$ cat config.mk
export PLATFORM = sky130hd
export DESIGN_NAME = au_cond_negate
export DESIGN_NICKNAME = d
export VERILOG_FILES = /design/src/rtl/au_cond_negate.sv
export SDC_FILE = /design/constraint.sdc
export NUM_CORES = 1
export LEC_CHECK = 0
export ABC_AREA = 1
export BUFFER_PORTS_ARGS = -buffer_cell sky130_fd_sc_hd__buf_2
export CORE_AREA = 2 2 39 41
export DETAILED_ROUTE_END_ITERATION = 12
export DIE_AREA = 0 0 41 43
export SLEW_MARGIN = 20
export SYNTH_ARGS = -nofsm -noshare
export SYNTH_HDL_FRONTEND = slang
export SYNTH_SLANG_ARGS = --single-unit
export TNS_END_PERCENT = 30
$ cat constraint.sdc
create_clock -name clk -period 0.8 [get_ports clk]
set_input_delay 0.08 -clock clk [delete_from_list [all_inputs] [get_ports clk]]
set_output_delay 0.08 -clock clk [all_outputs]
set_load 0.01 [all_outputs]
$ cat src/rtl/au_cond_negate.sv
// au_cond_negate
//   Conditional two's-complement negator. z is a when neg=0, and
//   (~a + 1) mod 2^WIDTH when neg=1. It is built from an exclusive prefix-OR
//   of a, with no adder. ARCH picks the prefix network; every choice gives
//   the same bits. z_r is a registered copy of z.
//
// Parameters
//   WIDTH : word length, >= 1
//   ARCH  : 0 ripple, 1 Sklansky, 2 Kogge-Stone, 3 Brent-Kung; any other
//           value builds as ripple
// Ports
//   clk   : clock, used only by the output register
//   rst_n : async active-low clear of z_r
//   a     : operand
//   neg   : negation enable
//   z     : combinational result
//   z_r   : z sampled at the last rising clk edge
module au_cond_negate #(
   parameter int WIDTH = 8,
   parameter int ARCH  = 0
) (
   input  logic             clk,
   input  logic             rst_n,
   input  logic [WIDTH-1:0] a,
   input  logic             neg,
   output logic [WIDTH-1:0] z,
   output logic [WIDTH-1:0] z_r
);

   // The top bit of a never feeds any prefix. The network therefore spans
   // only the low WIDTH-1 bits.
   localparam int A  = (ARCH >= 0 && ARCH <= 3) ? ARCH : 0;
   localparam int NW = (WIDTH > 1) ? WIDTH - 1 : 1;
   localparam int LG = (NW > 1) ? $clog2(NW) : 0;
   localparam int NL = (A == 0) ? NW - 1 :
                       (A == 3) ? ((LG > 0) ? 2 * LG - 1 : 0) : LG;

   // Returns the source bit that level j ORs into bit i, or -1 when bit i
   // passes through that level unchanged.
   function automatic int src_idx(input int arch, input int lg, input int j, input int i);
      int k;
      src_idx = -1;
      case (arch)
         1: if (((i >> j) & 1) == 1) src_idx = ((i >> j) << j) - 1;
         2: if (i >= (1 << j)) src_idx = i - (1 << j);
         3: begin
            if (j < lg) begin
               // Up-sweep: build block prefixes of span 2^(j+1).
               if (((i + 1) % (2 << j)) == 0) src_idx = i - (1 << j);
            end else begin
               // Down-sweep: fill the gaps from the nearest completed prefix.
               k = 2 * lg - 2 - j;
               if (i >= (3 << k) - 1 && ((i + 1 - (1 << k)) % (2 << k)) == 0)
                  src_idx = i - (1 << k);
            end
         end
         default: if (i == j + 1) src_idx = j;
      endcase
   endfunction

   // p[i] = a[0] | ... | a[i-1], with p[0] = 0
   logic [WIDTH-1:0] p;

   if (WIDTH == 1) begin : g_w1
      assign p = '0;
   end else begin : g_pfx
      logic [NW-1:0] q;  // inclusive prefix-OR of a[NW-1:0]
      if (NL == 0) begin : g_none
         assign q = a[NW-1:0];
      end else begin : g_net
         for (genvar j = 0; j < NL; j++) begin : g_lvl
            logic [NW-1:0] prev, s;
            if (j == 0) begin : g_in
               assign prev = a[NW-1:0];
            end else begin : g_chain
               assign prev = g_lvl[j-1].s;
            end
            for (genvar i = 0; i < NW; i++) begin : g_bit
               localparam int S = src_idx(A, LG, j, i);
               if (S >= 0) begin : g_op
                  assign s[i] = prev[i] | prev[S];
               end else begin : g_pass
                  assign s[i] = prev[i];
               end
            end
         end
         assign q = g_lvl[NL-1].s;
      end
      assign p = {q, 1'b0};
   end

   // Bits up to and including the lowest set bit are kept. When neg=1, all
   // higher bits are inverted.
   assign z = a ^ ({WIDTH{neg}} & p);

   always_ff @(posedge clk or negedge rst_n) begin
      if (!rst_n) z_r <= '0;
      else        z_r <= z;
   end

endmodule

* Word level (Yosys, flattened, before mapping)
Cells that the tools add are included.
** Word-level totals
- Register bits after elaboration :: 8
- Input port bits :: 11
- Output and inout port bits :: 16
- Word-level logic and storage cells :: 9
** Operators by class
- Bitwise logic cells :: 8
** Operator list (count)
- bitwise AND 8 bit :: 1
- XOR 8 bit :: 1
- bitwise OR 1 bit :: 6

* Depth between registers and ports, before layout
- Word-level depth :: 8
- Mapped depth :: 6
- Depth with buffers taken out :: 6

* Worst setup path after synthesis
OpenSTA, ideal clock, no wires.
- Path kind :: input to register
- Start :: input port a[0]
- End :: register z_r[5]
- Library setup time :: 122 ps
- Arrival :: 645 ps
- Data required time :: 678 ps
- Slack :: 32 ps
- Stages :: 4
- Buffers on the path :: 0
- Path through :: nor2_4 -> nand4_2 -> nand2_1 -> xor2_1
** Between the ends
- Longest elaborated chain between the ends :: 6
** RTL lines
- start, declared :: RTL line 24 : input logic [WIDTH-1:0] a,
- bitwise OR 1 bit (4 in a row) :: RTL line 81 : assign s[i] = prev[i] | prev[S];
- bitwise AND 8 bit :: RTL line 94 : assign z = a ^ ({WIDTH{neg}} & p);
- XOR 8 bit :: RTL line 94
- via z[5] :: RTL line 26 : output logic [WIDTH-1:0] z,
- end signal, assigned :: RTL line 98 : else z_r <= z;
- end, declared :: RTL line 27 : output logic [WIDTH-1:0] z_r
The timed path passes the listed nets, and every way through them passes these cells.

* Final worst setup path
- Start :: input port a[0]
- End :: output port z[7]
** Between the ends
- Longest elaborated chain between the ends :: 8
** RTL lines (RTL line)
- bitwise OR 1 bit (6 in a row) :: 81
- bitwise AND 8 bit :: 94
- XOR 8 bit :: 94
- end, declared :: 26
Every way passes these cells.

==> out/metrics.cfg <==
[outcome]
status=finished, violations left
failed_checks=setup timing

[detailed_routing]
viasPerCell=4.37
drtIter0Drc=12
wire_per_inst_microns=12.4
routed_wl_microns=1200
drc=0
dr_total_vias=424
dr.pass1.iters=4
drt.antenna.violating_nets=0

[synthesis]
ys_ff_latch=8
synth_top_family_by_area=simple AND/OR/NAND/NOR gates
synthCells=39
yosys.area.top_type=dfrtp_1
yosysSeqAreaShare=0.528
syn_avg_cell_area_sq_um=9.72
synth_cell_types=13
synth_compound_area_frac=0.0627
syn_nets=50
synthSimpleGateAreaFrac=0.205
synthXorXnorAreaFrac=0.116
muxShareOfSynthArea=0
synthTopCellsByArea=dfrtp_1, xor2_1, inv_1
synth-edff-count=0
yosys-top-cells-count=dfrtp_1, inv_1, nand2_1, nand3_1, xor2_1
ys.flop_type=dfrtp_1
async_flop_share=1.00
syn_area_sq_um=379
synth_adder_area_share=0
ys_warn_count=0
synth_top_cell_area_share=0.528
synth_most_common_cell=dfrtp_1

[die]
initial_core_util=0.274
num_io_pins=27
fp.dieH_microns=43
dieArea_sq_um=1760
coreArea_sq_um=1380
die_w_microns=41
std_cell_rows=14

[timing]
clock.fmax_mhz=1000
hold_ws_ns=0.101
grt_setup_unrepaired=yes
period_share=1.24
post-route-min-period_ns=0.995
slew_headroom=0.874
tightest_slew_ns=0.188
drv_slew=0
fin_ws_ns=-0.195
setup_violations=15
hold_viol_final=0

[cells_and_area]
antenna_cells=0
drive_gt1_frac=0.617
syn2layout_area_growth_pct=94.4
fin_nets=94
n_fill_cell=129
largest_register_ffs=8
final_cell_area_sq_um=737
top_regs=z_r (8)
regMostFlops=z_r

[flow_run]
cap_violations=0

[power]
totalPowerFinal_mw=1.14
p_leak_nw=0.399
vdd_ir_drop_max_v=0.000453
power.density_nw_per_um2=1550

[clock_tree]
numCtsBuffers=3
cts_root_buf=clkbuf_4
cts.path.max_buffers=2
cts_tree=done
cts.sinks=8
htreeDepth=1
clk_pin_slew_ns=0.06

[global_route]
antenna_found_initial=0
grt_pass1_vias=412
grt_use_total=0.165
grt_max_degree=9
grt_overflow=0
grt_pass1_wl_microns=1800

[place]
place.gp.congestion=0.639
port_buffers=26
post_dp_cell_area_sq_um=559
hpwlAfterDp_microns=729

[critical_path]
crit_path_end_kind=output port
crit_type=primary input to output port
worstPathMaxFanout=4
cp.arrival_ns=0.92
startpoint_type=primary input
worst-endpoint-required_ns=0.72

[min_path]
hold_class=primary input to flop

[cell type report]
cell class                 instances  area [sq um]  share of cell area
tap                               16          20.0              0.0272
multi-input combinational         23           184               0.250
inverter                           7          26.3              0.0357
timing repair buffer              40           284               0.385
clock buffer                       3          22.5              0.0306
sequential                         8           200               0.272
[worst paths after layout]
path | from | endpoint | slack (ns) | cells after the start
min in group asynchronous | rst_n | z_r[5] | 0.19 | 2
min | a[6] | z_r[6] | 0.10 | 3
max | a[0] | z[7] | -0.20 | 7
max in group asynchronous | rst_n | z_r[1] | 0.44 | 2
[critical path, cell delays in order]
cell and delay (ns):
buf_8 0.10, nor2_4 0.15, nand4_4 0.12, o21bai_4 0.15, nand3_2 0.07, nand2_1 0.10
buf_2 0.15
[what timing repair did]
action / in CTS / in global routing
gates resized for setup: 14 / 5
endpoints found under the setup margin: 14 / 16
hold buffers: 1 / 1
setup buffers: 7 / 2
gates cloned: 0 / 0
endpoints found under the hold margin: 9 / 1
pin swaps: 7 / 6
[stage by stage]
| step | cells | TNS [ns] | setup slack [ns] | util |
|---|---|---|---|---|
| floorplan | 39 | 0 | 0.0322 | - |
| global placement | 85 | -1.09 | -0.176 | 0.404 |
| detailed placement | 85 | -1.31 | -0.219 | 0.404 |
| CTS | 96 | -1.20 | -0.196 | 0.505 |
| global route | 97 | -2.04 | -0.284 | 0.533 |
| finish | 97 | -1.30 | -0.195 | 0.533 |
[cell usage in the layout (no fill, tap or decap), drive strengths merged]
cell	Yosys	routed
a21oi	1	1
nand4	1	1
dfrtp	8	8
xor2	4	4
dlygate4sd3	0	2
o211ai	1	1
o21bai	1	1
nand2	7	7
nand3	4	4
xnor2	1	1
buf	1	38
inv	7	7
nor2	3	3
clkbuf	0	3
[per-layer routing]
layer,up-vias,part of all wire,global-route usage
li1,208,-,-
met1,193,0.35,0.165
met2,19,0.58,0.269
met3,4,0.039,0.0157
met4,0,0.029,0.160
met5,-,0,0
[cell families (layout without fill, tap and decap cells)]
kind of cell | count (synthesis) | count (layout)
AND/OR/NAND/NOR | 15 | 15
buffers and inverters | 8 | 50
flip-flops | 8 | 8
XOR/XNOR | 5 | 5
AO/OA/AOI/OAI | 3 | 3
[where the power goes]
group          internal (mW)  switching [mW]
Clock                  0.172           0.136
Sequential             0.443          0.0111
Combinational          0.198           0.180
Total                  0.813           0.327
Power figures use the tool's default switching activity.
